## src/rtl/key.sv

```systemverilog
// key: multi-channel push-button debouncer.
//
// Each raw key level passes through a 2-flop synchroniser and must then
// differ from the accepted (stable) level for DEBOUNCE_CYCLES consecutive
// clocks before it is accepted. A single sample that agrees with the
// stable level again clears the count, so short bounces never get through.
//
// Optional build macro: KEY_PULSE_EN
//   undefined : Key_Out carries the debounced level of each key.
//   defined   : Key_Out carries a one-clock pulse, registered one clock
//               after a key's debounced level rises (press event). No
//               pulse is produced on release.
//
// Channels are fully independent; Key_Out is always driven from flops.
module key #(
  parameter int N_KEYS          = 2,
  parameter int DEBOUNCE_CYCLES = 500000
) (
  input  logic              Sys_CLK,
  input  logic              Sys_RST,
  input  logic [N_KEYS-1:0] Key_In,
  output logic [N_KEYS-1:0] Key_Out
);

  // Counter width is derived from the debounce length.
  localparam int CNT_W = (DEBOUNCE_CYCLES > 2) ? $clog2(DEBOUNCE_CYCLES) : 1;
  localparam logic [CNT_W-1:0] CNT_MAX = CNT_W'(DEBOUNCE_CYCLES - 1);
  localparam logic [CNT_W-1:0] CNT_ONE = CNT_W'(1);

  logic [N_KEYS-1:0] s1;
  logic [N_KEYS-1:0] s2;
  logic [N_KEYS-1:0] stable;
  logic [CNT_W-1:0]  cnt [N_KEYS];

  // Two-stage synchroniser for the asynchronous key pins.
  always_ff @(posedge Sys_CLK or posedge Sys_RST) begin
    if (Sys_RST) begin
      s1 <= '0;
      s2 <= '0;
    end else begin
      s1 <= Key_In;
      s2 <= s1;
    end
  end

  // Per-channel persistence counter: accept s2 once it has disagreed with
  // the stable level for DEBOUNCE_CYCLES clocks in a row. The counter
  // restarts on any agreement and after each acceptance, so it never
  // exceeds CNT_MAX and never wraps.
  always_ff @(posedge Sys_CLK or posedge Sys_RST) begin
    if (Sys_RST) begin
      stable <= '0;
      for (int i = 0; i < N_KEYS; i++) begin
        cnt[i] <= '0;
      end
    end else begin
      for (int i = 0; i < N_KEYS; i++) begin
        if (s2[i] == stable[i]) begin
          cnt[i] <= '0;
        end else if (cnt[i] == CNT_MAX) begin
          stable[i] <= s2[i];
          cnt[i]    <= '0;
        end else begin
          cnt[i] <= cnt[i] + CNT_ONE;
        end
      end
    end
  end

`ifdef KEY_PULSE_EN
  logic [N_KEYS-1:0] stable_d;
  logic [N_KEYS-1:0] pulse;

  // Press detector: one-clock pulse the clock after stable rises 0->1.
  always_ff @(posedge Sys_CLK or posedge Sys_RST) begin
    if (Sys_RST) begin
      stable_d <= '0;
      pulse    <= '0;
    end else begin
      stable_d <= stable;
      pulse    <= stable & ~stable_d;
    end
  end

  assign Key_Out = pulse;
`else
  assign Key_Out = stable;
`endif

endmodule

```

## config.mk

```make
export PLATFORM = sky130hd
export DESIGN_NAME = key
export DESIGN_NICKNAME = d
export VERILOG_FILES = /design/src/rtl/key.sv
export SDC_FILE = /design/constraint.sdc
export NUM_CORES = 1
export LEC_CHECK = 0
export ABC_AREA = 1
export BUFFER_PORTS_ARGS = -buffer_cell sky130_fd_sc_hd__buf_2
export CAP_MARGIN = 20
export CORE_ASPECT_RATIO = 0.8
export CORE_MARGIN = 10
export CORE_UTILIZATION = 60
export CTS_CLUSTER_DIAMETER = 60
export CTS_CLUSTER_SIZE = 16
export DETAILED_ROUTE_END_ITERATION = 8
export GPL_ROUTABILITY_DRIVEN = 0
export HOLD_SLACK_MARGIN = 0.06
export PLACE_DENSITY = 0.77
export SLEW_MARGIN = 20
export SYNTH_ARGS = -nofsm -noshare
export SYNTH_HDL_FRONTEND = slang
export SYNTH_SLANG_ARGS = --single-unit
```

## constraint.sdc

```tcl
create_clock -name Sys_CLK -period 1.5 [get_ports Sys_CLK]
set_input_delay 0.3 -clock Sys_CLK [delete_from_list [all_inputs] [get_ports Sys_CLK]]
set_output_delay 0.3 -clock Sys_CLK [all_outputs]
set_load 0.02 [all_outputs]
```

* After elaboration in Yosys (flattened, before gate mapping)
Cells that the tools add are included.
** Operators by class
- Add/sub/neg operators :: 2
- Eq/ne operators :: 4
- Mux-type cells :: 4
- Bitwise logic cells :: 2
- Reductions and logical operators :: 2
** Operators by type and width (number)
- 19-bit 2-to-1 mux :: 4
- 19-bit by 1-bit adder with 19-bit output (second input constant) :: 2
- 19-bit equality test (second input constant) :: 2
- 2-bit AND reduction :: 2
- 1-bit equality test :: 2
- 1-bit inverter :: 2
** Storage, ports and cells
- Flip-flop bits (word level) :: 44
- Input port bits :: 4
- Output and inout port bits :: 2
- Word-level logic and storage cells :: 20

* Depth between registers and ports, before layout
Gate-level depths: netlist of run 1.
- Word-level depth :: 3
- Depth in mapped cells :: 9
- Gate-level depth less buffers :: 9

* Least setup slack after synthesis of run 1
OpenSTA, ideal clock, no wires.
- Path kind :: reg2reg
- Start point :: reg cnt[0] (netlist name)
- End point :: reg cnt[5] (netlist name)
- Setup time :: 0.119 ns
- Arrival time :: 1.183 ns
- Required time :: 1.381 ns
- Slack :: 0.198 ns
- Stages on the path, launching flop included :: 9
- Path buffers :: 0
- Cell sequence :: dfrtp_1 ha_1 nand2_1 nor2_2 nand2_1 nor2_1 nand2_2 nand2_2 nor2_1
** On the way
- Word-level cells in the longest chain between the ends :: 3
- Elaborated cells between the ends (all ways) :: 4
- Those cells by class :: 1 x add/sub; 1 x eq/ne; 2 x mux
** Ends and longest elaborated chain
- start, declared :: RTL line 33 : logic [CNT_W-1:0] cnt [N_KEYS];
- start signal, assigned by index :: RTL line 64 : cnt[i] <= cnt[i] + CNT_ONE;
- 19-bit by 1-bit adder with 19-bit output or 19-bit equality test (tied branches) :: RTL line 64, 60
- 19-bit 2-to-1 mux * :: RTL line 60 : end else if (cnt[i] == CNT_MAX) begin
- 19-bit 2-to-1 mux * :: RTL line 58 : if (s2[i] == stable[i]) begin
Every way passes the cells marked *; elsewhere a longest branch is shown, timed or not.
A chain may end at the register's enable or synchronous reset.

* Worst setup path in the final report of run 1
- Start point :: reg cnt[1] (netlist name)
- End point :: reg stable[1] (netlist: Key_Out[1])
** On the way
- Word-level cells in the longest chain between the ends :: 2
** Ends and longest elaborated chain
- 19-bit equality test :: RTL line 60
- 2-bit AND reduction (no source line)
- end signal, assigned by index :: RTL line 61 : stable[i] <= s2[i];
- end, declared :: RTL line 32 : logic [N_KEYS-1:0] stable;
Every way passes these cells.

==> metrics, run 1 <==
ANT cells=0; reg2reg setup slack=80 ps; pwr/cell area=802 nW/um2; CP Data Arrival Time=1610 ps; Startpoint Class=flop; multi-input logic area=1120 um2; Sum Neg Setup Slack=0 ps; max-slew violation count=0; final cycle utilization of the critical path=95.0%; RSZ-0062 raised after global routing=false; Place WS=-1.98 ps; share of cells above drive strength 1=15.1%; Max-Slew Margin vs Limit=76.2%; Worst Tran Pin Value=357 ps; fin cells=356; pin count of the biggest net entering global routing=45; WP data required=1690 ps; Max Clock Freq=702 MHz; Iteration-0 DRC Markers=145; sequential share of the synthesized area=47.9%; Buffers on Ports=5; Crit. End Element=flop; r2r startpoint=cnt[1]$_DFF_PP0_; clock tree sinks=44; Max clock buf depth=2; largest family of logic cells by synthesized area=simple AND/OR/NAND/NOR gates; crit path kind=flop to flop; Compound-Gate Fraction of Synth Area=4.25%; Post-Synth XOR/XNOR Area=7.52%; via count=1831; DRT Pass-1 Iters=4; FF-to-FF End=Key_Out[1]$_DFFE_PP0P_; Avg Inst Size Synth=7.92 um2; status=complete, no violations; peak supply drop=0.000823 V; Layout area overhead=12.7%; Synth Area in Simple Gates=34.0%; Reg2Reg Depth=8; final period demand of the worst path=1420 ps; WHS=105 ps; final net count=317; ANT nets after route=0; Synth Flop Type=dfrtp_1; Hold Crit Class=input pin to flop; mux cell area share after synthesis=0%; number of fill cells=285; Yosys warnings=0; Die W=89.2 um; Initial Utilization=61.2%; first-pass GRT wire length=7.87 mm; die area=6720 um2; Worst-path clk slew=80 ps; Post-synth EDFFs=0; final wirelength=4.54 mm; Synth cell types=24; LEAKAGE=1.10 nW; worst hold start=Key_In[1]; post-synthesis async set-or-reset flop share=100%; Total GRT Usage=15.1%; hold path cells=1; Remaining DRCs=0; Worst Setup Slack, final=75.6 ps; Core ar.=3750 um2; Clock Latency Late Sink=290 ps; die span in y=75.3 um; Post-Synthesis Cells=290; Syn Nets=296; register area=1100 um2; max_cap viols=0; Final setup viols=0; IO Count=6; Placed Instances=345; Endpoint, Worst Hold=s1[1]$_DFF_PP0_; largest fanout on the critical path=6; H-tree lvl count=2; Mapped Area=2300 um2; Remaining Overflow, GRT=0; CTS tree=built; DR WL/cell=12.8 um; Root Buffer=clkbuf_8; Row Count=20; HPWL Detailed=3.37 mm; Adder-Cell Fraction of Synth Area=1.09%; Setup Skew=4.26 ps; antenna violations before repair=0; TritonCTS Buffers=5; post-synthesis register bit count=44; DR vias/cell=5.14; Hold Vio Cnt, Final=0; number of global-route vias before repair=1713
## report_power, final
group          internal (W)  total, W  leakage [nW]  switching [W]
Combinational     0.0000387  0.000100         0.453      0.0000613
Clock              0.000376  0.000758        0.0455       0.000382
Sequential          0.00120   0.00122         0.601      0.0000157
## through the flow
stage | total power (W) | utilization (%) | instance area [um2]
floorplan | 0.00130 | - | 2300
global placement | 0.00133 | 64.9 | 2430
detailed placement | 0.00133 | 64.9 | 2430
CTS | 0.00208 | 67.6 | 2540
global route | 0.00217 | 69.0 | 2590
finish | 0.00208 | 69.0 | 2590
## how the worst max path moves through the flow
stage,start,to,slack (ps),cells after the start
6_report,cnt[1]$_DFF_PP0_,Key_Out[1]$_DFFE_PP0P_,80,8
5_1_grt,cnt[19]$_DFF_PP0_,cnt[35]$_DFF_PP0_,0.3,9
3_5_place_dp,cnt[0]$_DFF_PP0_,cnt[5]$_DFF_PP0_,-2,8
3_3_place_gp,cnt[19]$_DFF_PP0_,cnt[37]$_DFF_PP0_,110,8
2_1_floorplan,Sys_RST,Key_Out[0]$_DFFE_PP0P_,170,1
4_1_cts,cnt[0]$_DFF_PP0_,cnt[5]$_DFF_PP0_,20,8
## cells in the final DEF (no fill, tap or decap)
master / n
o21ai_1: 2
a21oi_2: 1
ha_4: 1
clkbuf_8: 6
a21oi_1: 11
nor3_1: 4
xor2_1: 11
xor2_2: 1
buf_2: 5
nor2_4: 6
ha_2: 1
xnor2_1: 5
nand2_4: 3
inv_1: 29
nand2_1: 53
o21ai_0: 2
clkinv_1: 1
nor2_2: 9
o21a_1: 1
nand2_2: 3
nand3_1: 22
clkbuf_1: 2
nor3b_1: 2
buf_4: 7
dfrtp_1: 44
o22ai_1: 1
dlygate4sd3_1: 1
buf_12: 1
nand4_1: 3
nor2_1: 71
inv_2: 2
xnor2_2: 1
## sequential cells by signal (all words and copies together) (netlist names)
| register | count |
|---|---|
| cnt | 38 |
| s1 | 2 |
| Key_Out | 2 |
| s2 | 2 |
## timing repair
item                       CTS  global route
setup endpoints to repair    3            14
pin swaps                    0             5
setup buffers                0             2
hold endpoints to repair    44             0
resized for setup            1            10
hold buffers                 1             0
## kinds of logic after synthesis
| kind of cell | Yosys count |
|---|---|
| fa+ha+maj | 2 |
| buf+inv | 32 |
| compound gates | 18 |
| simple gates | 176 |
| xor+xnor | 18 |
| flops | 44 |
## area by class of cell
cell class / instances / area share, %
clock buffer: 8 / 3.48
inverter: 32 / 4.64
multi-input combinational: 214 / 43.1
sequential: 44 / 42.5
tap: 44 / 2.13
timing repair buffer: 14 / 4.15
## synthesized netlist by cell type, types with 3 or more instances
cell	number	area [um2]
nand4_1	3	18.8
inv_1	30	113
xnor2_1	5	43.8
nand2_1	54	203
xor2_1	11	96.3
nand3_1	22	110
nor2_2	4	25.0
nand2_2	4	25.0
nor2_1	76	285
a21oi_1	11	55.1
dfrtp_1	44	1100
nor3_1	4	20.0
nor2_4	6	67.6
## layer usage
layer / vias up / track usage, % / share of wire, % / wire (um)
li1: 942 / - / - / -
met1: 827 / 22.1 / 52 / 2380
met2: 52 / 20.9 / 40 / 1800
met3: 10 / 3.95 / 6.5 / 294
met4: 0 / 5.11 / 1.6 / 72
met5: - / 0 / 0 / 0
## worst max-delay path, stage by stage, from the launching register on
cell and delay [ps]:
dfrtp_1 410, ha_4 170, nand2_2 60, nor2_2 140, nand2_1 90, nor2_2 130, nand2_2 130, nor2_1 120
nor2_1 60
No activity file was read; power rests on OpenSTA's default activity.
==> run 2, diff against run 1 <==
--- a/config.mk
+++ b/config.mk
@@ -16,6 +16,7 @@
 export DETAILED_ROUTE_END_ITERATION = 8
 export GPL_ROUTABILITY_DRIVEN = 0
 export HOLD_SLACK_MARGIN = 0.06
+export MAX_ROUTING_LAYER = met4
 export PLACE_DENSITY = 0.77
 export SLEW_MARGIN = 20
 export SYNTH_ARGS = -nofsm -noshare
==> run 2 against run 1 <==
Against the previous run: maximum frequency rose by 0.35%; final cell count did not move; utilization did not move; combinational power barely moved; largest cell class unchanged; critical path depth did not move.
==> metrics, run 2 (synthesis results as in run 1) <==
Reg with most FFs=cnt; Root Buffer=clkbuf_8; final wirelength=4.52 mm (-0.51%); IO Count=6 (unchanged); max_cap viols=0 (unchanged); Power, Total=0.00207 W (-0.12%); Int Pwr=0.00162 W (about the same); WHS=105 ps (-0.734 ps); max-slew violation count=0 (unchanged); Max Clock Freq=705 MHz (+0.35%); P_sw=0.000457 W (-0.51%); Core ar.=3750 um2 (unchanged); Layout area overhead=12.7% (unchanged); Max-Slew Margin vs Limit=76.2% (about the same); HPWL Detailed=3.37 mm (unchanged); number of global-route vias before repair=1712 (-0.058%); Remaining Overflow, GRT=0 (unchanged); TritonCTS Buffers=5 (unchanged); H-tree lvl count=2 (unchanged); Worst Setup Slack, final=80.7 ps (+5.03 ps); via count=1835 (+0.22%); die area=6720 um2 (unchanged); Row Count=20 (unchanged); Initial Utilization=61.2% (unchanged); Die W=89.2 um (unchanged); Startpoint Class=flop; RSZ-0062 raised after global routing=false; share of cells above drive strength 1=15.1% (unchanged); Setup Skew=5.28 ps (+1.03 ps); status=complete, no violations; DRT Pass-1 Iters=4 (unchanged); CTS tree=built; Hold Crit Class=input pin to flop; final net count=317 (unchanged); logic gate share of total power=4.8% (about the same); Worst-path clk slew=80 ps (about the same); first-pass GRT wire length=7.88 mm (about the same); final cycle utilization of the critical path=94.6% (-0.34 points); Clock Latency Late Sink=290 ps (about the same); max FFs per register=38 (unchanged); pwr/cell area=801 nW/um2 (-0.12%); ANT cells=0 (unchanged); Crit. End Element=flop; Seq pwr share=58.8% (about the same); die span in y=75.3 um (unchanged); final period demand of the worst path=1420 ps (-5.03 ps); Net Sw Frac=22.0% (-0.087 points); largest fanout on the critical path=6 (unchanged); DR vias/cell=5.15 (+0.22%); Clk pwr share=36.4% (about the same); peak supply drop=0.000823 V (about the same); crit path kind=flop to flop; CP Data Arrival Time=1610 ps (about the same); Iteration-0 DRC Markers=131 (-9.7%); ANT nets after route=0 (unchanged); Hold Vio Cnt, Final=0 (unchanged); Buffers on Ports=5 (unchanged); antenna violations before repair=0 (unchanged); Remaining DRCs=0 (unchanged); Placed Instances=345 (unchanged); clock tree sinks=44 (unchanged); Total GRT Usage=15.5% (+0.43 points); LEAKAGE=1.10 nW (unchanged); fin cells=356 (unchanged); commonest non-fill, non-tap cell in the layout=nor2_1; DR WL/cell=12.7 um (-0.51%); Place WS=-1.98 ps (unchanged); Worst Tran Pin Value=357 ps (+0.606 ps); WP data required=1690 ps (about the same); most frequent cells in the layout=71 x nor2_1, 53 x nand2_1, 44 x dfrtp_1, 29 x inv_1, 22 x nand3_1; Final setup viols=0 (unchanged); Max clock buf depth=2 (unchanged); pin count of the biggest net entering global routing=45 (unchanged)
-- run 2: worst max-delay path, cell delays in order (launching register included) --
cell and delay (ps):
dfrtp_1 410, ha_4 160, nand2_2 60, nor2_2 140, nand2_1 90, nor2_2 130
nand2_2 130, nor2_1 120, nor2_1 60
-- run 2: power by group through the flow --
stage / registers, W / logic, W / clock network (W)
detailed placement: 0.00124 / 0.0000933 / 0
finish: 0.00122 / 0.0000994 / 0.000756
global placement: 0.00124 / 0.0000912 / 0
floorplan: 0.00124 / 0.0000584 / 0
global route: 0.00122 / 0.000115 / 0.000830
CTS: 0.00122 / 0.0000953 / 0.000767
-- run 2: what timing repair did --
action / in CTS / in global routing
resized for setup: 1 / 10
pin swaps: 0 / 5
hold buffers: 1 / 0
setup buffers: 0 / 2
setup endpoints to repair: 3 / 14
hold endpoints to repair: 44 / 0
-- run 2: routing by layer --
| metal | track usage [%] | routed length, um |
|---|---|---|
| met5 | - | 0 |
| met4 | 5.11 | 72 |
| met3 | 3.53 | 283 |
| met2 | 20.9 | 1800 |
| met1 | 22.4 | 2360 |
-- run 2: layout make-up --
| type | instances | area [um2] |
|---|---|---|
| fill | 285 | 1160 |
| multi-input combinational | 214 | 1120 |
| sequential | 44 | 1100 |
| inverter | 32 | 120 |
| timing repair buffer | 14 | 108 |
| clock buffer | 8 | 90.1 |
| tap | 44 | 55.1 |
-- run 2: metrics by stage --
| stage | TNS (ps) | util, % | instance area, um2 |
|---|---|---|---|
| 6_report | 0 | 69.0 | 2590 |
| 5_1_grt | 0 | 69.0 | 2590 |
| 4_1_cts | 0 | 67.6 | 2540 |
| 3_5_place_dp | -1.98 | 64.9 | 2430 |
| 3_3_place_gp | 0 | 64.9 | 2430 |
| 2_1_floorplan | 0 | - | 2300 |
-- run 2: worst paths after layout --
check	from	slack, ps	cells past startpoint	endpoint
setup / recovery	cnt[1]$_DFF_PP0_	80	8	Key_Out[1]$_DFFE_PP0P_
hold reg to reg	s1[1]$_DFF_PP0_	360	0	s2[1]$_DFF_PP0_
setup reg to reg	cnt[1]$_DFF_PP0_	80	8	Key_Out[1]$_DFFE_PP0P_
hold / removal	Key_In[1]	100	1	s1[1]$_DFF_PP0_
max in group asynchronous	Sys_RST	720	4	cnt[24]$_DFF_PP0_
min in group asynchronous	Sys_RST	570	4	cnt[18]$_DFF_PP0_
